**src/rtl/arm_pipelined_hazard_pkg.sv**
```systemverilog
// Shared types and constants for the pipelined ARM hazard unit.
// Counter width here applies to the optional HAZARD_PERF_EN build.
package arm_pipelined_hazard_pkg;

  typedef enum logic [1:0] {
    FWD_NONE = 2'b00,
    FWD_WB   = 2'b01,
    FWD_MEM  = 2'b10
  } forward_sel_t;

  typedef enum logic [1:0] {
    IDLE   = 2'b00,
    PEND   = 2'b01,
    COMMIT = 2'b10
  } pcw_state_t;

  localparam logic [3:0] REG_PC      = 4'd15;
  localparam int         PERF_CNT_W  = 16;
  localparam int         DRAIN_DEPTH = 2;

  function automatic logic [PERF_CNT_W-1:0] sat_inc(input logic [PERF_CNT_W-1:0] value);
    return (value == {PERF_CNT_W{1'b1}}) ? value : value + 1'b1;
  endfunction

endpackage

```
**src/rtl/arm_pipelined_forward_sel.sv**
```systemverilog
// One operand's forwarding select: Memory result beats WriteBack result,
// and reads of the PC register are never forwarded.
module arm_pipelined_forward_sel
  import arm_pipelined_hazard_pkg::*;
#(
  parameter int RegAddrWidth = 4
) (
  input  logic [RegAddrWidth-1:0] ra_execute,
  input  logic [RegAddrWidth-1:0] wa3_memory,
  input  logic [RegAddrWidth-1:0] wa3_writeback,
  input  logic                    reg_write_memory,
  input  logic                    reg_write_writeback,
  output forward_sel_t            forward_sel
);

  logic is_pc;
  logic hit_memory;
  logic hit_writeback;

  always_comb begin
    is_pc         = (ra_execute == RegAddrWidth'(REG_PC));
    hit_memory    = reg_write_memory    && (ra_execute == wa3_memory);
    hit_writeback = reg_write_writeback && (ra_execute == wa3_writeback);
    forward_sel   = FWD_NONE;
    if (!is_pc) begin
      if (hit_memory) begin
        forward_sel = FWD_MEM;
      end else if (hit_writeback) begin
        forward_sel = FWD_WB;
      end
    end
  end

endmodule

```
**src/rtl/arm_pipelined_hazard_unit.sv**
```systemverilog
// Stall/flush/forward control for the pipelined ARM core, with the register-address
// pipe and the PC-write drain FSM. Optional counters: define HAZARD_PERF_EN.
module arm_pipelined_hazard_unit
  import arm_pipelined_hazard_pkg::*;
#(
  parameter int RegAddrWidth = 4,
  parameter int DrainDepth   = DRAIN_DEPTH
) (
  input  logic                    i_CLK,
  input  logic                    i_RESET,
  input  logic [RegAddrWidth-1:0] i_Ra1_Decode,
  input  logic [RegAddrWidth-1:0] i_Ra2_Decode,
  input  logic [RegAddrWidth-1:0] i_Wa3_Decode,
  input  logic                    i_Mem_To_Reg_Execute,
  input  logic                    i_Reg_Write_Memory,
  input  logic                    i_Reg_Write_WriteBack,
  input  logic                    i_PC_Src_Decode,
  input  logic                    i_PC_Src_Memory,
  input  logic                    i_PC_Src_WriteBack,
  input  logic                    i_Branch_Taken_Execute,
  output logic [1:0]              o_Forward_A_Execute,
  output logic [1:0]              o_Forward_B_Execute,
  output logic                    o_Stall_Fetch,
  output logic                    o_Stall_Decode,
  output logic                    o_Flush_Decode,
  output logic                    o_Flush_Execute,
  output pcw_state_t              o_PCW_State
`ifdef HAZARD_PERF_EN
  ,
  output logic [PERF_CNT_W-1:0]   o_Cnt_Ld_Stall,
  output logic [PERF_CNT_W-1:0]   o_Cnt_Branch_Flush,
  output logic [PERF_CNT_W-1:0]   o_Cnt_PCW_Drain
`endif
);

  localparam int CntW = $clog2(DrainDepth + 1);

  logic [RegAddrWidth-1:0] ra1_execute, ra2_execute, wa3_execute;
  logic [RegAddrWidth-1:0] wa3_memory, wa3_writeback;

  pcw_state_t      state, state_next;
  logic [CntW-1:0] cnt, cnt_next;

  logic ld_stall;
  logic pcw_enter;
  logic pcw_pend;
  logic flush_execute;
  forward_sel_t fwd_a, fwd_b;

  // Address pipe: the Decode->Execute stage is bubbled by a load-use stall or a taken branch.
  always_ff @(posedge i_CLK) begin
    if (i_RESET) begin
      ra1_execute   <= '0;
      ra2_execute   <= '0;
      wa3_execute   <= '0;
      wa3_memory    <= '0;
      wa3_writeback <= '0;
    end else begin
      if (flush_execute) begin
        ra1_execute <= '0;
        ra2_execute <= '0;
        wa3_execute <= '0;
      end else begin
        ra1_execute <= i_Ra1_Decode;
        ra2_execute <= i_Ra2_Decode;
        wa3_execute <= i_Wa3_Decode;
      end
      wa3_memory    <= wa3_execute;
      wa3_writeback <= wa3_memory;
    end
  end

  arm_pipelined_forward_sel #(.RegAddrWidth(RegAddrWidth)) u_fwd_a (
    .ra_execute          (ra1_execute),
    .wa3_memory          (wa3_memory),
    .wa3_writeback       (wa3_writeback),
    .reg_write_memory    (i_Reg_Write_Memory),
    .reg_write_writeback (i_Reg_Write_WriteBack),
    .forward_sel         (fwd_a)
  );

  arm_pipelined_forward_sel #(.RegAddrWidth(RegAddrWidth)) u_fwd_b (
    .ra_execute          (ra2_execute),
    .wa3_memory          (wa3_memory),
    .wa3_writeback       (wa3_writeback),
    .reg_write_memory    (i_Reg_Write_Memory),
    .reg_write_writeback (i_Reg_Write_WriteBack),
    .forward_sel         (fwd_b)
  );

  always_ff @(posedge i_CLK) begin
    if (i_RESET) begin
      state <= IDLE;
      cnt   <= '0;
    end else begin
      state <= state_next;
      cnt   <= cnt_next;
    end
  end

  // cnt counts down the stages left before the PC-writing instruction reaches WriteBack.
  always_comb begin
    ld_stall      = i_Mem_To_Reg_Execute &&
                    ((wa3_execute == i_Ra1_Decode) || (wa3_execute == i_Ra2_Decode));
    pcw_enter     = i_PC_Src_Decode && !ld_stall && !i_Branch_Taken_Execute;
    flush_execute = ld_stall || i_Branch_Taken_Execute;
    state_next    = state;
    cnt_next      = cnt;
    case (state)
      IDLE: begin
        if (pcw_enter) begin
          state_next = PEND;
          cnt_next   = CntW'(DrainDepth);
        end
      end
      PEND: begin
        if (cnt == CntW'(1)) begin
          state_next = i_PC_Src_Memory ? COMMIT : IDLE;
          cnt_next   = '0;
        end else begin
          cnt_next   = cnt - 1'b1;
        end
      end
      COMMIT: begin
        if (pcw_enter) begin
          state_next = PEND;
          cnt_next   = CntW'(DrainDepth);
        end else begin
          state_next = IDLE;
        end
      end
      default: begin
        state_next = IDLE;
        cnt_next   = '0;
      end
    endcase
  end

  // Everything is forced quiet while reset is held, including the combinational paths.
  always_comb begin
    pcw_pend            = (state == PEND) || i_PC_Src_Decode;
    o_Forward_A_Execute = i_RESET ? FWD_NONE : fwd_a;
    o_Forward_B_Execute = i_RESET ? FWD_NONE : fwd_b;
    o_Stall_Fetch       = !i_RESET && (ld_stall || pcw_pend);
    o_Stall_Decode      = !i_RESET && ld_stall && !i_Branch_Taken_Execute;
    o_Flush_Decode      = !i_RESET && (pcw_pend || (state == COMMIT) || i_Branch_Taken_Execute);
    o_Flush_Execute     = !i_RESET && flush_execute;
    o_PCW_State         = state;
  end

`ifdef HAZARD_PERF_EN
  always_ff @(posedge i_CLK) begin
    if (i_RESET) begin
      o_Cnt_Ld_Stall     <= '0;
      o_Cnt_Branch_Flush <= '0;
      o_Cnt_PCW_Drain    <= '0;
    end else begin
      if (ld_stall) begin
        o_Cnt_Ld_Stall <= sat_inc(o_Cnt_Ld_Stall);
      end
      if (i_Branch_Taken_Execute) begin
        o_Cnt_Branch_Flush <= sat_inc(o_Cnt_Branch_Flush);
      end
      if (state_next == COMMIT) begin
        o_Cnt_PCW_Drain <= sat_inc(o_Cnt_PCW_Drain);
      end
    end
  end
`endif

`ifndef SYNTHESIS
  // A PC write may only retire while the drain FSM holds the instruction in WriteBack.
  always_ff @(posedge i_CLK) begin
    if (!i_RESET) begin
      assert (!i_PC_Src_WriteBack || (state == COMMIT));
    end
  end
`endif

endmodule

```
**config.mk**
```make
export PLATFORM = sky130hd
export DESIGN_NAME = arm_pipelined_hazard_unit
export DESIGN_NICKNAME = d
export VERILOG_FILES = /design/src/rtl/arm_pipelined_hazard_pkg.sv /design/src/rtl/arm_pipelined_forward_sel.sv /design/src/rtl/arm_pipelined_hazard_unit.sv
export SDC_FILE = /design/constraint.sdc
export NUM_CORES = 1
export LEC_CHECK = 0
export ABC_AREA = 1
export BUFFER_PORTS_ARGS = -buffer_cell sky130_fd_sc_hd__buf_2
export CAP_MARGIN = 25
export CORE_ASPECT_RATIO = 0.9
export CORE_MARGIN = 5
export CORE_UTILIZATION = 54
export DETAILED_ROUTE_END_ITERATION = 8
export GPL_ROUTABILITY_DRIVEN = 0
export PLACE_DENSITY = 0.79
export SYNTH_ARGS = -nofsm -noshare
export SYNTH_HDL_FRONTEND = slang
export SYNTH_HIERARCHICAL = 1
export SYNTH_SLANG_ARGS = --single-unit
```
**constraint.sdc**
```tcl
create_clock -name i_CLK -period 2.4 [get_ports i_CLK]
set_input_delay 0.24 -clock i_CLK [delete_from_list [all_inputs] [get_ports i_CLK]]
set_output_delay 0.24 -clock i_CLK [all_outputs]
set_load 0.01 [all_outputs]
```
======== Word-level counts from Yosys, hierarchy flattened ========
Cells that the tools add are included.
W data, S select, Z words.
storage, ports and cells
  flip-flop bits (word level) ............. 24
  logic and storage cells ................. 63
  input port bits ......................... 21
operators by class
  $add $sub $neg .......................... 1
  equal/unequal tests ..................... 14
  multiplexer cells ....................... 16
  reduce and logical (&&, ||, !) cells .... 25
operators with widths
  operator               number
  $eq A4 B4 Y1           6
  $mux W2                11
  $logic_and A1 B1 Y1    12
  $eq A4 B4 Y1 const B   2
  $logic_or A1 B1 Y1     6
  $pmux W2 S3            1
  $eq A2 B1 Y1 const B   2
  $ne A2 B2 Y1 const B   2
  $pmux W2 S2            1
  $reduce_or A2 Y1       2
  $logic_not A1 Y1       3
  $mux W1                3
  $eq A2 B2 Y1 const B   1
  $logic_not A2 Y1       1
  $ne A2 B1 Y1 const B   1
  $reduce_and A2 Y1      1
  $sub A2 B1 Y2 const B  1

======== Depth between registers and ports, before layout ========
Gate-level depths: netlist (run 1).
  depth in word-level cells ............... 8
  mapped depth ............................ 11

======== Modules after synthesis ========
The synthesis (run 1) kept the hierarchy.
modules (own cells, without submodules)
  module                     area each (um2)  times used  cells each
  arm_pipelined_hazard_unit  1,006.0          1           140
  arm_pipelined_forward_sel  202.7            2           46

======== Worst setup path after synthesis (run 1) ========
OpenSTA, ideal clock, no wires.
  path type ............................... reg2out
  start ................................... reg state[0], in the netlist o_PCW_State[0]
  end ..................................... out o_Stall_Fetch
  cell stages (with the launch flop) ...... 5
  data required time ...................... 2.160 ns
  arrival ................................. 1.046 ns
  setup slack ............................. 1.114 ns
  path buffers ............................ 0
  cells stage by stage .................... dfxtp_1 -> inv_1 -> nor2_1 -> nor2_1 -> o21ai_0
on the way
  cells in the longest elaborated chain, start to end .. 4
ends and longest elaborated chain
  item                    RTL line                          source
  start, declared         arm_pipelined_hazard_unit.sv:41   pcw_state_t state, state_next;
  start signal, assigned  arm_pipelined_hazard_unit.sv:96   state <= state_next;
  $eq A2 B1 Y1            arm_pipelined_hazard_unit.sv:141  pcw_pend = (state == PEND) || i_PC_Src_Decode;
  $logic_or A1 B1 Y1      arm_pipelined_hazard_unit.sv:141
  $logic_or A1 B1 Y1      arm_pipelined_hazard_unit.sv:144  o_Stall_Fetch = !i_RESET && (ld_stall || pcw_pend);
  $logic_and A1 B1 Y1     arm_pipelined_hazard_unit.sv:144
  end, declared           arm_pipelined_hazard_unit.sv:23   output logic o_Stall_Fetch,
Every way passes these cells.

======== Worst setup path after layout (run 1) ========
Ends and elaborated chain as after synthesis.

==> results.sh, run 1 <==
export IMPL_status="complete, no violations"
export IMPL_arrival_ns=1.48
export IMPL_syn_inst=232
export IMPL_critPathMaxFanout=6
export IMPL_crit_path_start="o_PCW_State[0]"
export IMPL_yosysUniqueCellTypes=19
export IMPL_layout_nets=285
export IMPL_syn_nets=254
export IMPL_place_inst=286
export IMPL_period_minus_slack_ns=1.72
export IMPL_start_util=0.567
export IMPL_tns_ns=0
export IMPL_grt_max_degree=19
export IMPL_fmax_mhz=582
export IMPL_stdcell_count=290
export IMPL_fillers=241
export IMPL_power_frac_clock=0.259
export IMPL_period_share=0.716
export IMPL_core_area_um2=2490
export IMPL_fp_row_count=17
export IMPL_place_area_um2=1570
export IMPL_hold_violations=0
export IMPL_tightest_slew_ns=0.412
export IMPL_cts_tree="yes"
export IMPL_cts_inserted_buffers=3
export IMPL_finalInstanceArea_um2=1610
export IMPL_yosys_area_share_xor_xnor=0
export IMPL_grt_usage=0.147
export IMPL_clock_skew_final_ns=0.00350
export IMPL_internal_power_uw=572
export IMPL_post_cts_resized=0
export IMPL_p_comb_frac=0.199
export IMPL_drc=0
export IMPL_drt_total_wl_um=2530
export IMPL_die_width_um=63.9
export IMPL_synth_compound_area_frac=0.0665
export IMPL_slew_violations=0
export IMPL_switching_share=0.282
export IMPL_syn_area_um2=1410
export IMPL_grt_antenna_before_repair=0
export IMPL_syn_area_per_cell_um2=6.08
export IMPL_firstDrtPassIters=4
export IMPL_ys_ff_latch=24
export IMPL_startpoint_type="register"
export IMPL_synth_mux_area_frac=0
export IMPL_grt_setup_unrepaired="no"
export IMPL_hp_class="in2reg"
export IMPL_finalSetupViolations=0
export IMPL_yosysWarnings=6
export IMPL_cts_sinks=24
export IMPL_slew_headroom=0.724
export IMPL_drt_iter0_markers=51
export IMPL_seqPwrFrac=0.542
export IMPL_wl_per_cell_um=8.74
export IMPL_die_area_um2=3740
export IMPL_cts_root_buffer="clkbuf_4"
export IMPL_switchingPower_uw=224
export IMPL_clk_latency_ns=0.31
export IMPL_yosysSeqAreaShare=0.340
export IMPL_finalCoreUtilization=0.647
export IMPL_vias=1300
export IMPL_grt_overflow=0
export IMPL_dpl_hpwl_um=2090
export IMPL_portBuffers=29
export IMPL_clk_path_buf_depth=2
export IMPL_postRouteAntennaNets=0
export IMPL_avgViaCountPerCell=4.48
export IMPL_synthToLayoutAreaGrowth_pct=14.0
export IMPL_pwr_density_cell_nw_per_um2=494
export IMPL_drive_gt1_frac=0.271
export IMPL_ctsHtreeMaxLevel=1
export IMPL_synth_fa_ha_area_frac=0.00887
export IMPL_worstSetupEndpointType="output pin"
export IMPL_hold_worst_slack_ns=0.128
export IMPL_worstSetupPathType="reg2out"
export IMPL_antenna_cells=0
export IMPL_fin_total_pwr_uw=796
export IMPL_hp_start="i_Wa3_Decode[0]"
export IMPL_cts_setup_buffers=0
export IMPL_fin_ws_ns=0.681
export IMPL_required_ns=2.16
export IMPL_synth_top_family_by_area="simple AND/OR/NAND/NOR gates"
export IMPL_die_height_um=58.5
export IMPL_ir_drop_mv=0.381
export IMPL_first_global_vias=1118
export IMPL_leakage_nw=0.839
export IMPL_r2r_start="wa3_execute[1]"
export IMPL_drv_cap=0
export IMPL_post_place_ws_ns=0.998
export IMPL_synth_simple_gate_area_frac=0.419
export IMPL_pin_count=31
export IMPL_grt_pass1_wl_um=4410
export IMPL_hold_buffers=0
export IMPL_path_clk_slew_ns=0.12
[Yosys cell counts, drive strengths merged]
| master | count | area share |
|---|---|---|
| a21oi | 9 | 0.045 |
| inv | 57 | 0.15 |
| nor3 | 2 | 0.014 |
| dfxtp | 24 | 0.34 |
| clkbuf | 2 | 0.0053 |
| o211ai | 2 | 0.018 |
| ha | 1 | 0.0089 |
| nand2 | 75 | 0.20 |
| nand3 | 10 | 0.043 |
| buf | 1 | 0.0080 |
| nor2 | 48 | 0.16 |
| o21ai | 1 | 0.0035 |
[registers in the layout (all words and copies together), names as in the netlist]
| name | flops |
|---|---|
| wa3_memory | 4 |
| o_PCW_State | 2 |
| wa3_execute | 4 |
| ra2_execute | 4 |
| ra1_execute | 4 |
| wa3_writeback | 4 |
| cnt | 2 |
[final timing paths]
check | slack (ns) | depth (start not counted) | endpoint
min | 0.13 | 3 | wa3_execute[0]
max | 0.68 | 5 | o_Stall_Fetch
max reg2reg | 1.03 | 9 | wa3_execute[0]
min reg2reg | 0.47 | 2 | wa3_memory[1]
[power by group through the flow]
stage	sequential (mW)	combinational [mW]	clock, mW
4_1_cts	0.431	0.160	0.212
3_5_place_dp	0.440	0.159	0
6_report	0.431	0.158	0.206
2_1_floorplan	0.438	0.114	0
3_3_place_gp	0.440	0.157	0
5_1_grt	0.435	0.184	0.227
[per-layer routing]
metal / vias to the layer above / share of wire / GRT usage
li1: 726 / - / -
met1: 533 / 0.49 / 0.205
met2: 37 / 0.42 / 0.225
met3: 4 / 0.075 / 0.0229
met4: 0 / 0.015 / 0.0623
met5: - / 0 / 0
[cell type report]
cell class | instances | area, um2 | share of cell area
multi-input cells | 148 | 698 | 0.434
flip-flops and latches | 24 | 480 | 0.299
inverters | 57 | 214 | 0.133
repair buffers | 29 | 145 | 0.0902
clock buffers | 4 | 36.3 | 0.0226
well taps | 28 | 35.0 | 0.0218
[placed cells by master (no fill, tap or decap)]
master,synthesis,layout
nor2_1,36,36
a21oi_2,2,2
o21ai_0,1,1
nor3_2,2,2
clkbuf_8,0,1
nand2_2,2,2
nand3_1,8,8
clkbuf_4,0,3
nand3_2,2,2
dfxtp_1,24,24
o211ai_2,2,2
nor2_4,3,3
inv_2,15,15
inv_1,42,42
a21oi_1,6,6
a21oi_4,1,1
nor2_2,9,9
buf_2,0,29
ha_1,1,1
nand2_1,73,73
[critical path, stage by stage (launching register included)]
cell     delay (ns)
dfxtp_1        0.36
inv_1          0.11
nor2_1         0.28
nor2_1         0.10
o21ai_0        0.16
buf_2          0.16
[logic make-up (layout without fill, tap and decap cells)]
kind of cell,after synthesis,count (layout)
simple gates,135,135
fa+ha+maj,1,1
flops,24,24
compound gates,12,12
buf+inv,60,90
Note: power is estimated with default switching activity, not from simulation.
==> inputs of run 2 (changes only) <==
--- a/config.mk
+++ b/config.mk
@@ -10,10 +10,10 @@
 export CAP_MARGIN = 25
 export CORE_ASPECT_RATIO = 0.9
 export CORE_MARGIN = 5
-export CORE_UTILIZATION = 54
+export CORE_UTILIZATION = 53
 export DETAILED_ROUTE_END_ITERATION = 8
 export GPL_ROUTABILITY_DRIVEN = 0
-export PLACE_DENSITY = 0.79
+export PLACE_DENSITY = 0.78
 export SYNTH_ARGS = -nofsm -noshare
 export SYNTH_HDL_FRONTEND = slang
 export SYNTH_HIERARCHICAL = 1
==> constraint.sdc (replaced) <==
create_clock -name i_CLK -period 1.6 [get_ports i_CLK]
set_input_delay 0.16 -clock i_CLK [delete_from_list [all_inputs] [get_ports i_CLK]]
set_output_delay 0.16 -clock i_CLK [all_outputs]
set_load 0.01 [all_outputs]
==> run 2 against run 1 <==
  * Count of clock-buffer cells in the layout decreased by 1
  * Sequential cell count unchanged
  * Sequential share of layout area increased by 1.1 points
  * Worst setup slack got worse by 0.67 ns
  * Global-route usage grew 0.46 points
  * Register-to-register slack got worse by 0.83 ns
  * Die area up 1.6%
  * Core utilization grew 1.3 points
  * Clock skew rose by 0.0028 ns
  * Via count rose by 2.2%
  * Power grew 45%
  * Clock power increased by 21%
  * Critical endpoint is now o_Stall_Decode
==> results.sh, run 2 (synthesized netlist as in run 1, its figures left out) <==
export IMPL_grt_max_degree=17
export IMPL_dpl_hpwl_um=2150
export IMPL_critPathMaxFanout=3
export IMPL_ir_drop_mv=0.425
export IMPL_cts_inserted_buffers=3
export IMPL_antenna_cells=0
export IMPL_pwr_density_cell_nw_per_um2=695
export IMPL_hp_class="in2reg"
export IMPL_drc=0
export IMPL_slew_headroom=0.723
export IMPL_pin_count=31
export IMPL_internal_power_uw=812
export IMPL_leakage_nw=0.854
export IMPL_avgViaCountPerCell=4.56
export IMPL_wl_per_cell_um=9.73
export IMPL_startpoint_type="register"
export IMPL_place_inst=288
export IMPL_power_frac_clock=0.217
export IMPL_hold_buffers=0
export IMPL_cp_slowest_cell="dfxtp_2"
export IMPL_synthToLayoutAreaGrowth_pct=17.3
export IMPL_worstSetupPathType="reg2out"
export IMPL_path_clk_slew_ns=0.12
export IMPL_path_buf_inv=2
export IMPL_period_share=0.991
export IMPL_status="complete, no violations"
export IMPL_slowest_delay_ns=0.36
export IMPL_cts_tree="yes"
export IMPL_cts_root_buffer="clkbuf_4"
export IMPL_tightest_slew_ns=0.413
export IMPL_grt_overflow=0
export IMPL_layout_common_cells="nand2_1 (72), inv_1 (36), nor2_1 (35)"
export IMPL_hold_violations=0
export IMPL_postRouteAntennaNets=0
export IMPL_clk_path_buf_depth=2
export IMPL_fp_row_count=17
export IMPL_switching_share=0.294
export IMPL_core_area_um2=2510
export IMPL_final_common_cell="nand2_1"
export IMPL_cts_setup_buffers=0
export IMPL_clock_skew_final_ns=0.00635
export IMPL_seqPwrFrac=0.563
export IMPL_grt_pass1_wl_um=4570
export IMPL_stdcell_count=291
export IMPL_switchingPower_uw=338
export IMPL_period_minus_slack_ns=1.59
export IMPL_ctsHtreeMaxLevel=1
export IMPL_first_global_vias=1143
export IMPL_slew_violations=0
export IMPL_fillers=239
export IMPL_portBuffers=29
export IMPL_fin_ws_ns=0.0148
export IMPL_finalSetupViolations=0
export IMPL_worstSetupEndpointType="output pin"
export IMPL_cts_sinks=24
export IMPL_grt_antenna_before_repair=0
export IMPL_worst_path_most_repeated_cell="nand2_1"
export IMPL_path_cells="inv_2 > nand2_1 > nand2_1 > nor2_2 > nand2_1 > nand2_2 > nand3_2 > nor2_1 > buf_2"
export IMPL_die_area_um2=3800
export IMPL_required_ns=1.44
export IMPL_drt_total_wl_um=2830
export IMPL_grt_usage=0.151
export IMPL_drv_cap=0
export IMPL_firstDrtPassIters=4
export IMPL_die_height_um=59.0
export IMPL_arrival_ns=1.43
export IMPL_grt_setup_unrepaired="yes"
export IMPL_clk_latency_ns=0.30
export IMPL_start_util=0.562
export IMPL_vias=1328
export IMPL_p_comb_frac=0.219
export IMPL_drt_iter0_markers=67
export IMPL_drive_gt1_frac=0.384
export IMPL_fmax_mhz=631
export IMPL_post_place_ws_ns=0.199
export IMPL_die_width_um=64.4
export IMPL_critPathTopFamily="simple AND/OR/NAND/NOR gates"
export IMPL_layout_nets=287
==> run 2: cell types whose count changed in the layout (fill, tap and decap cells not counted), moves of 2 or more <==
| cell | delta |
|---|---|
| inv_2 | +6 |
| buf_4 | +2 |
| dfxtp_1 | -19 |
| dfxtp_2 | +16 |
| inv_1 | -6 |
| dfxtp_4 | +3 |
==> run 2: tightest hold or removal path, cell delays in order <==
cell,delay [ns]
buf_2,0.09
inv_1,0.04
nor2_1,0.03
==> run 2: per-stage QoR <==
stage          utilization  hold WS (ns)  power, mW  setup TNS (ns)  area [um2]
5_1_grt              0.660        0.0444       1.23          -0.451        1660
2_1_floorplan            -         0.272      0.828               0        1410
3_3_place_gp         0.633         0.372      0.901               0        1590
3_5_place_dp         0.633         0.379      0.905               0        1590
4_1_cts              0.643        0.0409       1.16               0        1610
6_report             0.660        0.0469       1.15               0        1660
==> run 2: worst paths after layout <==
path                         from          endpoint  slack, ns  cells after the start
hold reg to reg     wa3_memory[2]  wa3_writeback[2]       0.45                      2
setup reg to reg   wa3_execute[3]    wa3_execute[1]       0.20                      9
setup / recovery   wa3_execute[3]    o_Stall_Decode       0.01                      9
hold / removal    i_Wa3_Decode[0]    wa3_execute[0]       0.05                      3
==> run 2: final cells by class <==
class                   count  area (um2)  share of cell area
inverters                  57         214               0.129
multi-input cells         148         712               0.430
clock buffers               3        22.5              0.0136
repair buffers             31         160              0.0967
well taps                  28        35.0              0.0212
flip-flops and latches     24         512               0.309
==> run 2: repair_timing <==
item / in CTS / in global routing
hold endpoints to repair: 0 / 0
resized for setup: 2 / 31
pin swaps: 0 / 13
endpoints found under the setup margin: 2 / 7
==> run 2: layer usage <==
layer	routed length, um	GRT usage	part of all wire	vias to the layer above
met4	18	0.0452	0.0064	0
met5	0	0	0	-
met3	156	0.0267	0.055	2
met1	1400	0.203	0.49	564
met2	1260	0.250	0.44	33
li1	-	-	-	729
==> run 2: power groups by stage <==
stage / logic (mW) / clock network, mW / registers [mW]
2_1_floorplan: 0.171 / 0 / 0.657
3_3_place_gp: 0.241 / 0 / 0.660
3_5_place_dp: 0.244 / 0 / 0.661
4_1_cts: 0.246 / 0.262 / 0.648
5_1_grt: 0.287 / 0.289 / 0.653
6_report: 0.252 / 0.250 / 0.648
==> inputs of run 3 (changes only) <==
--- a/config.mk
+++ b/config.mk
@@ -8,7 +8,6 @@
 export ABC_AREA = 1
 export BUFFER_PORTS_ARGS = -buffer_cell sky130_fd_sc_hd__buf_2
 export CAP_MARGIN = 25
-export CORE_ASPECT_RATIO = 0.9
 export CORE_MARGIN = 5
 export CORE_UTILIZATION = 53
 export DETAILED_ROUTE_END_ITERATION = 8
==> run 3 against run 2 <==
  * First-iteration DRC count is 30% lower
  * Sequential cell count unchanged
  * Count of clock-buffer cells in the layout did not move
  * Via count rose by 1.1%
  * Hold slack got worse by 0.019 ns
  * Critical endpoint unchanged
  * Largest cell class unchanged
  * Largest power group unchanged
  * Highest routed layer unchanged
==> results.sh, run 3 (synthesized netlist as in run 1, its figures left out) <==
export IMPL_slew_headroom=0.724
export IMPL_fp_row_count=18
export IMPL_post_place_ws_ns=0.226
export IMPL_hp_class="in2reg"
export IMPL_grt_antenna_before_repair=0
export IMPL_finalSetupViolations=0
export IMPL_worstSetupEndpointType="output pin"
export IMPL_grt_pass1_wl_um=4710
export IMPL_hold_buffers=0
export IMPL_slew_violations=0
export IMPL_postRouteAntennaNets=0
export IMPL_use_met3=0.0210
export IMPL_clk_latency_ns=0.32
export IMPL_drt_total_wl_um=2690
export IMPL_ctsHtreeMaxLevel=1
export IMPL_cts_setup_buffers=0
export IMPL_vias=1343
export IMPL_die_width_um=61.6
export IMPL_cts_root_buffer="clkbuf_4"
export IMPL_pwr_density_cell_nw_per_um2=775
export IMPL_worstSetupPathType="reg2out"
export IMPL_synthToLayoutAreaGrowth_pct=21.6
export IMPL_path_clk_slew_ns=0.13
export IMPL_cts_sinks=24
export IMPL_core_area_um2=2520
export IMPL_fmax_mhz=632
export IMPL_grt_overflow=0
export IMPL_drv_cap=0
export IMPL_leakage_nw=0.866
export IMPL_arrival_ns=1.42
export IMPL_cts_inserted_buffers=3
export IMPL_ir_drop_mv=0.741
export IMPL_busiest_layer="met2"
export IMPL_die_height_um=61.6
export IMPL_layout_nets=286
export IMPL_drt_iter0_markers=47
export IMPL_critPathMaxFanout=3
export IMPL_final_common_cell="nand2_1"
export IMPL_grt_setup_unrepaired="yes"
export IMPL_wl_per_cell_um=9.19
export IMPL_pin_count=31
export IMPL_tns_ns=0
export IMPL_die_area_um2=3800
export IMPL_firstDrtPassIters=4
export IMPL_clock_skew_final_ns=0.00194
export IMPL_drive_gt1_frac=0.414
export IMPL_place_inst=289
export IMPL_drc=0
export IMPL_status="complete, no violations"
export IMPL_first_global_vias=1192
export IMPL_fin_ws_ns=0.0168
export IMPL_layout_common_cells="nand2_1 (65), inv_1 (36), nor2_1 (35)"
export IMPL_period_share=0.989
export IMPL_stdcell_count=293
export IMPL_use_met2=0.263
export IMPL_hold_violations=0
export IMPL_grt_use_met1=0.217
export IMPL_portBuffers=29
export IMPL_dpl_hpwl_um=2100
export IMPL_cts_tree="yes"
export IMPL_antenna_cells=0
export IMPL_start_util=0.560
export IMPL_period_minus_slack_ns=1.58
export IMPL_grt_max_degree=15
export IMPL_clk_path_buf_depth=2
export IMPL_avgViaCountPerCell=4.58
export IMPL_startpoint_type="register"
export IMPL_grt_usage=0.162
export IMPL_required_ns=1.44
export IMPL_tightest_slew_ns=0.412
run 3: report_power, final:
part	internal, mW	total, mW	switching [mW]
clock network	0.253	0.436	0.182
registers	0.617	0.642	0.0253
logic	0.102	0.252	0.150
total	0.972	1.33	0.358
run 3: stage by stage:
stage / power (mW) / utilization / hold slack, ns / instance area (um2)
4_1_cts: 1.34 / 0.652 / 0.0234 / 1640
5_1_grt: 1.42 / 0.681 / 0.00541 / 1720
2_1_floorplan: 0.828 / - / 0.272 / 1410
3_5_place_dp: 0.901 / 0.627 / 0.381 / 1580
3_3_place_gp: 0.897 / 0.627 / 0.374 / 1580
6_report: 1.33 / 0.681 / 0.0274 / 1720
run 3: cell type report:
cell class	count	area (um2)
Inverter	57	214
Sequential cell	24	526
Tap cell	30	37.5
Timing Repair Buffer	30	153
Clock inverter	1	30.0
Multi-Input combinational cell	148	734
Clock buffer	3	22.5
Fill cell	240	806
run 3: repair_timing:
item                       CTS  global route
pin swaps                    0            12
setup endpoints to repair    4             8
cloned                       0             0
resized for setup            6            41
run 3: worst paths after layout:
path | from | to | slack [ns] | depth (start not counted)
setup / recovery | wa3_execute[1] | o_Stall_Decode | 0.02 | 9
hold / removal | i_Wa3_Decode[1] | wa3_execute[1] | 0.03 | 3
setup reg to reg | wa3_execute[2] | ra1_execute[3] | 0.22 | 9
hold reg to reg | wa3_memory[2] | wa3_writeback[2] | 0.46 | 2
run 3: worst max-delay path: stages (launching register included):
cell and delay (ns):
dfxtp_2 0.37, inv_2 0.05, nand2_1 0.05, nand2_1 0.04
nor2_1 0.11, nand2_1 0.07, nand2_2 0.11, nand3_2 0.08
nor2_1 0.08, buf_2 0.13
run 3: routing by layer:
metal | routed length, um | share of wire
met3 | 139 | 0.052
met1 | 1260 | 0.47
met5 | 0 | 0
met2 | 1250 | 0.46
met4 | 43 | 0.016
